**src/rtl/rr_select_stage.sv**
```systemverilog
// Registered round-robin arbiter feeding the one-hot OR-selector.
// Optional grant lock: define RR_SELECT_STAGE_LOCK_EN to add lock_in.
module rr_select_stage #(
    parameter  int REQ_NUM    = 5,
    parameter  int DATA_WIDTH = 32,
    localparam int IDW        = (REQ_NUM > 1) ? $clog2(REQ_NUM) : 1
) (
    input  logic                  clk,
    input  logic                  rst,
    input  logic [REQ_NUM-1:0]    req_valid,
    input  logic [DATA_WIDTH-1:0] req_data [0:REQ_NUM-1],
    output logic [REQ_NUM-1:0]    req_ack,
    output logic [REQ_NUM-1:0]    sel_out,
    output logic [DATA_WIDTH-1:0] data_out [0:REQ_NUM-1],
    output logic [IDW-1:0]        grant_id,
    output logic                  out_valid,
`ifdef RR_SELECT_STAGE_LOCK_EN
    input  logic                  lock_in,
`endif
    input  logic                  out_ready
);

    logic [IDW-1:0]     ptr;
    logic               load_en;
    logic               accept;
    logic               rr_found;
    logic [IDW-1:0]     rr_id;
    logic               lock_hit;
    logic [IDW-1:0]     lock_id;
    logic               win_found;
    logic [IDW-1:0]     win_id;
    logic [REQ_NUM-1:0] win_oh;

    assign load_en = !out_valid | out_ready;
    assign accept  = out_valid & out_ready;

    always_comb begin : rr_scan
        int             idx;
        logic [IDW-1:0] idx_w;
        rr_found = 1'b0;
        rr_id    = '0;
        idx      = 0;
        idx_w    = '0;
        for (int k = 0; k < REQ_NUM; k++) begin
            idx = int'(ptr) + k;
            if (idx >= REQ_NUM) idx = idx - REQ_NUM;
            idx_w = IDW'(idx);
            if (!rr_found && req_valid[idx_w]) begin
                rr_found = 1'b1;
                rr_id    = idx_w;
            end
        end
    end

`ifdef RR_SELECT_STAGE_LOCK_EN
    logic           lock_q;
    logic [IDW-1:0] lock_id_q;
    logic           lock_now;

    // An acceptance with lock_in set re-arms the lock on the same edge.
    assign lock_now = accept ? lock_in : lock_q;
    assign lock_id  = accept ? grant_id : lock_id_q;
    assign lock_hit = lock_now & req_valid[lock_id];

    always_ff @(posedge clk or posedge rst) begin
        if (rst) begin
            lock_q    <= 1'b0;
            lock_id_q <= '0;
        end else begin
            if (accept) begin
                lock_q    <= lock_in;
                lock_id_q <= grant_id;
            end
            if (lock_now && !req_valid[lock_id]) lock_q <= 1'b0;
        end
    end
`else
    assign lock_hit = 1'b0;
    assign lock_id  = '0;
`endif

    assign win_found = lock_hit | rr_found;
    assign win_id    = lock_hit ? lock_id : rr_id;

    always_comb begin
        win_oh = '0;
        for (int i = 0; i < REQ_NUM; i++)
            win_oh[i] = win_found && (win_id == IDW'(i));
    end

    assign req_ack = (rst || !load_en) ? '0 : win_oh;

    always_ff @(posedge clk or posedge rst) begin
        if (rst) begin
            out_valid <= 1'b0;
            sel_out   <= '0;
            grant_id  <= '0;
            ptr       <= '0;
            for (int i = 0; i < REQ_NUM; i++) data_out[i] <= '0;
        end else if (load_en) begin
            unique case (1'b1)
                win_found: begin
                    out_valid <= 1'b1;
                    sel_out   <= win_oh;
                    grant_id  <= win_id;
                    for (int i = 0; i < REQ_NUM; i++)
                        data_out[i] <= win_oh[i] ? req_data[i] : '0;
                    if (!lock_hit)
                        ptr <= (win_id == IDW'(REQ_NUM - 1)) ? '0
                                                             : win_id + IDW'(1);
                end
                default: begin
                    out_valid <= 1'b0;
                    sel_out   <= '0;
                end
            endcase
        end
    end

endmodule

```
**config.mk**
```make
export PLATFORM = sky130hd
export DESIGN_NAME = rr_select_stage
export DESIGN_NICKNAME = d
export VERILOG_FILES = /design/src/rtl/rr_select_stage.sv
export SDC_FILE = /design/constraint.sdc
export NUM_CORES = 1
export LEC_CHECK = 0
export CORE_MARGIN = 8
export CORE_UTILIZATION = 35
export CTS_CLUSTER_DIAMETER = 150
export DETAILED_ROUTE_END_ITERATION = 6
export GPL_ROUTABILITY_DRIVEN = 0
export MAX_ROUTING_LAYER = met4
export PLACE_DENSITY = 0.68
export SYNTH_ARGS = -nofsm -noshare
export SYNTH_HDL_FRONTEND = slang
export SYNTH_SLANG_ARGS = --single-unit
```
**constraint.sdc**
```tcl
create_clock -name clk -period 6.5 [get_ports clk]
set_input_delay 1.3 -clock clk [delete_from_list [all_inputs] [get_ports clk]]
set_output_delay 1.3 -clock clk [all_outputs]
set_load 0.02 [all_outputs]
```
== After elaboration in Yosys (flattened, before gate mapping) ==
Index checks and enable logic that the tools add are counted.
Word-level totals
  input bits: 168
  word-level logic and storage cells: 86
  output and inout bits: 174
  register bits: 172
Cells by class
  add/subtract/negate cells: 10
  equality and inequality tests: 4
  magnitude comparators: 10
  bitwise logic cells: 1
  reduce and logical (&&, ||, !) cells: 18
  muxes and demuxes: 34
Operators by type and width (number)
  2-to-1 mux 32 bit: 5
  2-to-1 mux 3 bit: 11
  less-than comparator 3 x 4 -> 1 bit (second input constant): 5
  greater-or-equal comparator 4 x 3 -> 1 bit (second input constant): 4
  binary-select mux 1 bit (select 3 bit): 5
  subtractor 3 bit (second input constant): 5
  2-to-1 mux 1 bit: 11
  2-to-1 mux 5 bit: 2
  logical AND 1 bit: 9
  adder 3 x 2 -> 4 bit (second input constant): 2
  equality test 3 x 2 -> 1 bit (second input constant): 2
  zero test 1 bit: 6
  adder 3 x 1 -> 4 bit (second input constant): 1
  adder 3 x 3 -> 4 bit (second input constant): 1
  adder 3 x 1 -> 3 bit (second input constant): 1
  equality test 3 x 1 -> 1 bit (second input constant): 1
  equality test 3 bit (second input constant): 1
  greater-or-equal comparator 3 bit (second input constant): 1
  zero test 3 bit: 1
  AND reduction 2 bit: 1
  logical OR 1 bit: 1
  bitwise OR 1 bit: 1

== Logic depth before layout (Yosys ltp) ==
Gate-level depths: netlist of the first run.
  depth after elaboration: 20
  mapped depth: 20
  gate-level depth less buffers: 16

== Worst setup path after synthesis of the first run ==
Ideal clock, no wire load.
  path type: input to output
  start: input rst
  end: output req_ack[3]
  setup slack: -0.341 ns
  data arrival time: 5.541 ns
  stages on the path: 2
  data required time: 5.200 ns
  buffers on the path: 0
  cells stage by stage: inv_1 > and3_1
Between the ends
  cells in the longest elaborated chain, start to end: 2
Ends and longest elaborated chain
  start, declared: line 9  | input logic rst,
  logical OR 1 bit: line 91  | assign req_ack = (rst || !load_en) ? '0 : win_oh;
  2-to-1 mux 5 bit: line 91
  end, declared: line 12  | output logic [REQ_NUM-1:0] req_ack,
Every way passes these cells.

== Worst setup path after layout of the first run ==
  start: input req_valid[3]
  end: output req_ack[0]
Between the ends
  cells in the longest elaborated chain, start to end: 18
  elaborated cells between the ends (all ways): 31
  classes of those cells: 21 x mux; 10 x reduce/logical
Ends and longest elaborated chain
  start, declared: line 10  | input logic [REQ_NUM-1:0] req_valid,
  binary-select mux 1 bit (select 3 bit): line 48  | if (!rr_found && req_valid[idx_w]) begin
  2-to-1 mux 1 bit (implied by the code): line 48
  2-to-1 mux 1 bit: line 48
  zero test 1 bit: line 48
  logical AND 1 bit: line 48
  2-to-1 mux 1 bit: line 48
  zero test 1 bit: line 48
  logical AND 1 bit: line 48
  [... 2 more ...]
  logical AND 1 bit: line 48
  2-to-1 mux 1 bit: line 48
  zero test 1 bit: line 48
  logical AND 1 bit: line 48
  2-to-1 mux 3 bit: line 48
  zero test 3 bit: line 88  | win_oh[i] = win_found && (win_id == IDW'(i));
  logical AND 1 bit *: line 88
  2-to-1 mux 5 bit *: line 91
Every way passes the cells marked *; elsewhere a longest branch is shown, timed or not. The select of a mux whose other input is x is not followed.

==> results_dict.tcl, run 1 <==
set metrics [dict create \
    status "completed" \
    final_cell_mix "clkdlybuf4s50_1, dfrtp_1, nand2_1, nand3_1, o21ai_0" \
    r2r_start "ptr[0]$_DFFE_PP0P_" \
    critical_path.slowest_cell "clkdlybuf4s50_1" \
    dpl.hpwl_mm 20.9 \
    max_freq_ghz 0.161 \
    clock_latency_ns 0.42 \
    groute.usage.overall_pct 21.1 \
    die-area_um2 28200 \
    pwr-share-clk_pct 12.9 \
    slew_violations 0 \
    drc 0 \
    antenna_found_initial 2 \
    num_vias 7478 \
    maxCapViolCount 0 \
    fin_worst_skew_ns 0.00981 \
    routed_wl_mm 29.5 \
    cp.arrival_ns 4.90 \
    avgSynthCellArea_um2 10.2 \
    fp.dieW_um 168 \
    power.internal_mw 3.84 \
    die_h_um 168 \
    synth_cell_types 70 \
    power_density_nw_per_um2 640 \
    grt_pass1_wl_mm 45.4 \
    fin_crit_ns 6.20 \
    wl_per_cell_um 21.1 \
    synth.largest_area_cell "dfrtp_1" \
    slowest_delay_ns 0.64 \
    grt_pass1_vias 7859 \
    fin_nets 1283 \
    portBuffers 341 \
    htree_levels 4 \
    tightest_slew_ns 0.942 \
    period_share_pct 95.5 \
    grt.overflow.total 0 \
    fin_cells 1400 \
    io_pins 342 \
    row_count 55 \
    path_clk_slew_ns 0.07 \
    numCtsBuffers 17 \
    drive_gt1_share_pct 7.10 \
    cts_tree "yes" \
    cp.required_ns 5.20 \
    clock_path_buffers 2 \
    hold_viol 0 \
    yosysWarnings 0 \
    cts.sink_count 172 \
    start_util_pct 35.6 \
    p_sw_mw 4.00 \
    finalSetupViolCount 0 \
    placedInstanceArea_um2 11700 \
    critPathCaptureType "output port" \
    ys_top_cells_by_area "dfrtp_1, a32o_1, nand2_1" \
    drt_iter0_markers 764 \
    finalSetupTns_ns 0 \
    yosysSeqAreaShare_pct 53.3 \
    root_buffer "clkbuf_16" \
    crit_chain "clkdlybuf4s50_1, or3_1, a211oi_1, a211o_1, a2111oi_4, or2_2, a221oi_1, a21oi_1, a21oi_1, ha_1, nand2_1, nor3_1, clkdlybuf4s50_1" \
    rsz0062_at_grt "false" \
    place_inst 1367 \
    syn_to_final_growth_pct 51.9 \
    critPathMaxFanout 9 \
    final_common_cell "clkdlybuf4s50_1" \
    cts_hold_buf 0 \
    power.leakage_nw 5.19 \
    p_sw_share_pct 51.0 \
    netlist_area_um2 8070 \
    ant_nets 0 \
    stdcell_area_um2 12300 \
    peakVddDrop_mv 0.496 \
    startpoint_type "input port" \
    grt_max_degree 173 \
    crit_start "req_valid[3]" \
    p_seq_share_pct 20.1 \
    first_pass_iters 5 \
    fillers 2030 \
    synth_cells 795 \
    synth_top_area_share_pct 53.3 \
    core_area_um2 22600 \
    relSlewSlack_pct 37.2 \
    holdCritStartpoint "data_out[47]$_DFFE_PP0P_" \
    synth-seq-cells 172 \
    hold_path.class "flop to flop" \
    whs_ns 0.466 \
    synth_flop_cell "dfrtp_1" \
    synth_edf_count 0 \
    avgViaCountPerCell 5.34 \
    timing_worst_setup_path_type "input port to output port" \
    async_flop_share_pct 100 \
    synth.net_count 977 \
    comb_power_share_pct 67.0 \
]
[stage by stage]
step                utilization [%]  setup WS, ns  power (mW)
CTS                            54.1         0.246        7.94
detailed placement             51.6         0.279        6.89
global route                   54.2        0.0224        8.46
floorplan                         -         0.818        5.18
finish                         54.2         0.295        7.85
global placement               51.6         0.384        6.85
[cell usage after synthesis, drive strengths merged, types with 4 or more instances]
master and instances:
nor2b 5, ha 13, mux2i 8, a32o 66, o21ai 77, a2111oi 4
nor3 10, nand3 98, a21o 5, nand2 149, buf 42, nand2b 4
dfrtp 172, a21oi 13, o211ai 5, inv 13, nor2 14, xnor2 4
a211oi 9, clkbuf 33
[per-layer routing]
layer | track usage [%] | vias to the layer above | part of all wire (%)
met2 | 32.6 | 333 | 45
met3 | 9.10 | 43 | 11
met1 | 24.1 | 3612 | 41
met4 | 7.53 | 0 | 3.0
met5 | - | - | 0
li1 | - | 3490 | -
[critical path: cells and delay by family]
family / cells / cell delay, ns
buf+inv: 2 / 1.20
compound gates: 6 / 1.12
simple gates: 4 / 1.05
fa+ha+maj: 1 / 0.22
[power by group through the flow]
stage | Clock (mW) | Combinational [mW] | Sequential [mW]
after global routing | 1.09 | 5.77 | 1.61
after detailed placement | 0 | 5.30 | 1.59
after global placement | 0 | 5.27 | 1.58
final | 1.01 | 5.26 | 1.57
after floorplan | 0 | 3.28 | 1.90
after CTS | 1.05 | 5.32 | 1.58
[kinds of logic (layout without fill, tap and decap cells)]
logic type | count (synthesis) | after routing | synth area share, %
other cells | 0 | 2 | 0
flops | 172 | 172 | 53.3
compound gates | 204 | 204 | 19.6
fa+ha+maj | 14 | 14 | 2.26
mux | 10 | 10 | 1.55
xor+xnor | 4 | 4 | 0.434
buf+inv | 89 | 407 | 5.26
simple gates | 302 | 302 | 17.6
[worst paths after layout]
kind | endpoint | slack, ns | cells after the start
setup / recovery | req_ack[0] | 0.30 | 13
hold / removal | data_out[47]$_DFFE_PP0P_ | 0.47 | 2
setup reg to reg | data_out[18]$_DFFE_PP0P_ | 1.84 | 15
hold reg to reg | data_out[47]$_DFFE_PP0P_ | 0.47 | 2
max in group asynchronous | data_out[143]$_DFFE_PP0P_ | 4.06 | 3
min in group asynchronous | sel_out[3]$_DFFE_PP0N_ | 1.76 | 3
[state kept, by name (all words and copies together) (netlist names)]
name and cells:
ptr 3, grant_id 3, data_out 160, sel_out 5, out_valid 1
[cell type report]
cell class	count	area, um^2	area share, %
sequential	172	4300	35.1
timing repair buffer	362	3600	29.3
multi-input combinational	534	3360	27.4
clock buffer	17	425	3.47
tap	285	357	2.91
clock inverter	14	155	1.27
inverter	14	56.3	0.459
antenna	2	5.00	0.0408
[timing repair]
action | CTS | global route
setup endpoints to repair | 0 | 2
setup buffers | 0 | 0
resized for setup | 0 | 1
No activity file was read; power rests on OpenSTA's default activity.
==> run 2: changes to the inputs <==
- CTS_BUF_LIST: not set -> sky130_fd_sc_hd__clkbuf_16
==> results of run 2 <==
No change in the layout: final DEF, timing and power equal those of run 1.
==> run 3: changes to the inputs <==
- HOLD_SLACK_MARGIN: not set -> 0.08
- PLACE_DENSITY: 0.68 -> 0.65
- clock period: 6.5 -> 6 ns (I/O delays scaled with it)
==> run 3 against run 2 <==
  * Clock power is 11% higher
  * Sequential share of layout area fell by 0.25 points
  * Non-clock buffer count grew 4
  * Final area rose by 0.72%
  * Via count grew 0.92%
  * First-iteration DRC count fell by 5.6%
  * Total power rose by 10%
  * Register-to-register slack lost 0.36 ns
  * Utilization rose by 0.39 points
  * Final cell count up 0.36%
==> results_dict.tcl, run 3 (synthesized netlist as in run 1, its figures left out) <==
set metrics [dict create \
    status "completed" \
    top_regs "data_out (160), sel_out (5)" \
    die-area_um2 28200 \
    grt_max_degree 173 \
    cp.required_ns 4.80 \
    ant_nets 0 \
    regMostFlops "data_out" \
    comb_power_share_pct 67.3 \
    largest_reg_flops 160 \
    grt_pass1_vias 7705 \
    place_inst 1371 \
    placedInstanceArea_um2 11700 \
    multi_input_area_um2 3370 \
    slew_violations 0 \
    cts_hold_buf 0 \
    stdcell_area_um2 12400 \
    cts.sink_count 172 \
    finalSetupTns_ns 0 \
    root_buffer "clkbuf_16" \
    syn_to_final_growth_pct 53.0 \
    fin_cells 1405 \
    p_sw_share_pct 51.1 \
    grt.overflow.total 0 \
    peakVddDrop_mv 0.536 \
    path_clk_slew_ns 0.07 \
    crit_chain "clkdlybuf4s50_1, inv_1, a2111oi_0, a21oi_1, o221a_2, nor3_2, a32oi_1, a21oi_1, a21o_1, ha_1, ha_1, and3_1, dlygate4sd2_1" \
    drt_iter0_markers 721 \
    max_freq_ghz 0.176 \
    rsz0062_at_grt "false" \
    antenna_found_initial 2 \
    core_area_um2 22600 \
    timing_worst_setup_path_type "input port to output port" \
    row_count 55 \
    critPathCaptureType "output port" \
    num_vias 7547 \
    drive_gt1_share_pct 7.51 \
    maxCapViolCount 0 \
    p_total_mw 8.65 \
    rrSetupSlack_ns 1.48 \
    hold_viol 0 \
    io_pins 342 \
    routed_wl_mm 29.9 \
    power.internal_mw 4.23 \
    dpl.hpwl_mm 21.0 \
    power.leakage_nw 5.31 \
    clock_latency_ns 0.44 \
    regArea_um2 4300 \
    slowest_delay_ns 0.63 \
    drc 0 \
    cts_tree "yes" \
    portBuffers 341 \
    clock_path_buffers 2 \
    power_density_nw_per_um2 700 \
    fin_worst_skew_ns 0.0180 \
    fillers 2022 \
    critical_path.slowest_cell "clkdlybuf4s50_1" \
    cp.arrival_ns 4.50 \
    p_seq_share_pct 19.7 \
    startpoint_type "input port" \
    cts_setup_buffers 0 \
    pwr-share-clk_pct 13.0 \
    die_h_um 168 \
    final_common_cell "clkdlybuf4s50_1" \
    tightest_slew_ns 0.957 \
    first_pass_iters 5 \
    p_sw_mw 4.42 \
    numCtsBuffers 17 \
    start_util_pct 35.6 \
    fin_crit_ns 5.70 \
    htree_levels 4 \
    wl_per_cell_um 21.3 \
    relSlewSlack_pct 36.2 \
    avgViaCountPerCell 5.37 \
    critPathMaxFanout 7 \
    hold_path.class "flop to flop" \
    fp.dieW_um 168 \
    finish.utilization_pct 54.6 \
    groute.usage.overall_pct 21.5 \
    period_share_pct 94.9 \
    finalSetupViolCount 0 \
    final_cell_mix "clkdlybuf4s50_1, dfrtp_1, nand2_1, nand3_1, o21ai_0" \
    fin_nets 1287 \
    grt_pass1_wl_mm 46.5 \
]
[run 3: path summary, 6_finish.rpt]
path                                                from                   endpoint  cells after the start
worst max register to register        ptr[0]$_DFFE_PP0P_   data_out[21]$_DFFE_PP0P_                     16
worst min-delay path            data_out[46]$_DFFE_PP0P_   data_out[46]$_DFFE_PP0P_                      2
max in group asynchronous                            rst  data_out[137]$_DFFE_PP0P_                      3
min in group asynchronous                            rst     sel_out[3]$_DFFE_PP0N_                      3
worst min register to register  data_out[46]$_DFFE_PP0P_   data_out[46]$_DFFE_PP0P_                      2
worst max-delay path                        req_valid[2]                 req_ack[3]                     13
[run 3: metal layers]
metal | vias to the layer above | global-route usage (%) | share of wire [%]
met4 | 0 | 6.13 | 1.5
met1 | 3691 | 26.8 | 43
li1 | 3508 | - | -
met3 | 20 | 8.28 | 10
met5 | - | - | 0
met2 | 328 | 32.3 | 45
[run 3: final cells by class]
type | instances | share of cell area (%)
Antenna cell | 2 | 0.0405
Clock buffer | 17 | 3.44
Clock inverter | 15 | 1.39
Inverter | 14 | 0.456
Multi-Input combinational cell | 534 | 27.3
Sequential cell | 172 | 34.8
Tap cell | 285 | 2.89
Timing Repair Buffer | 366 | 29.7
[run 3: metrics by stage]
| step | hold WS, ns | setup WS [ns] |
|---|---|---|
| global placement | 0.449 | 0.0884 |
| finish | 0.467 | 0.303 |
| global route | 0.493 | 0.0758 |
| detailed placement | 0.454 | 0.0628 |
| floorplan | 0.583 | 0.418 |
| CTS | 0.471 | 0.0700 |
[run 3: worst max-delay path, delay by kind of cell]
family	cells	cell delay, ns
simple gates	2	0.40
fa+ha+maj	2	0.31
compound gates	6	1.41
buf+inv	3	1.16
[run 3: power by group through the flow]
stage	registers [mW]	clock network, mW	logic (mW)
3_3_place_gp	1.71	0	5.82
2_1_floorplan	2.06	0	3.56
3_5_place_dp	1.72	0	5.84
6_report	1.70	1.12	5.82
5_1_grt	1.74	1.20	6.38
4_1_cts	1.70	1.16	5.87
[run 3: what timing repair did]
| item | in CTS | in global routing |
|---|---|---|
| gates resized for setup | 2 | 6 |
| setup endpoints to repair | 4 | 5 |
| endpoints found under the hold margin | 0 | 0 |
| pin swaps | 0 | 1 |
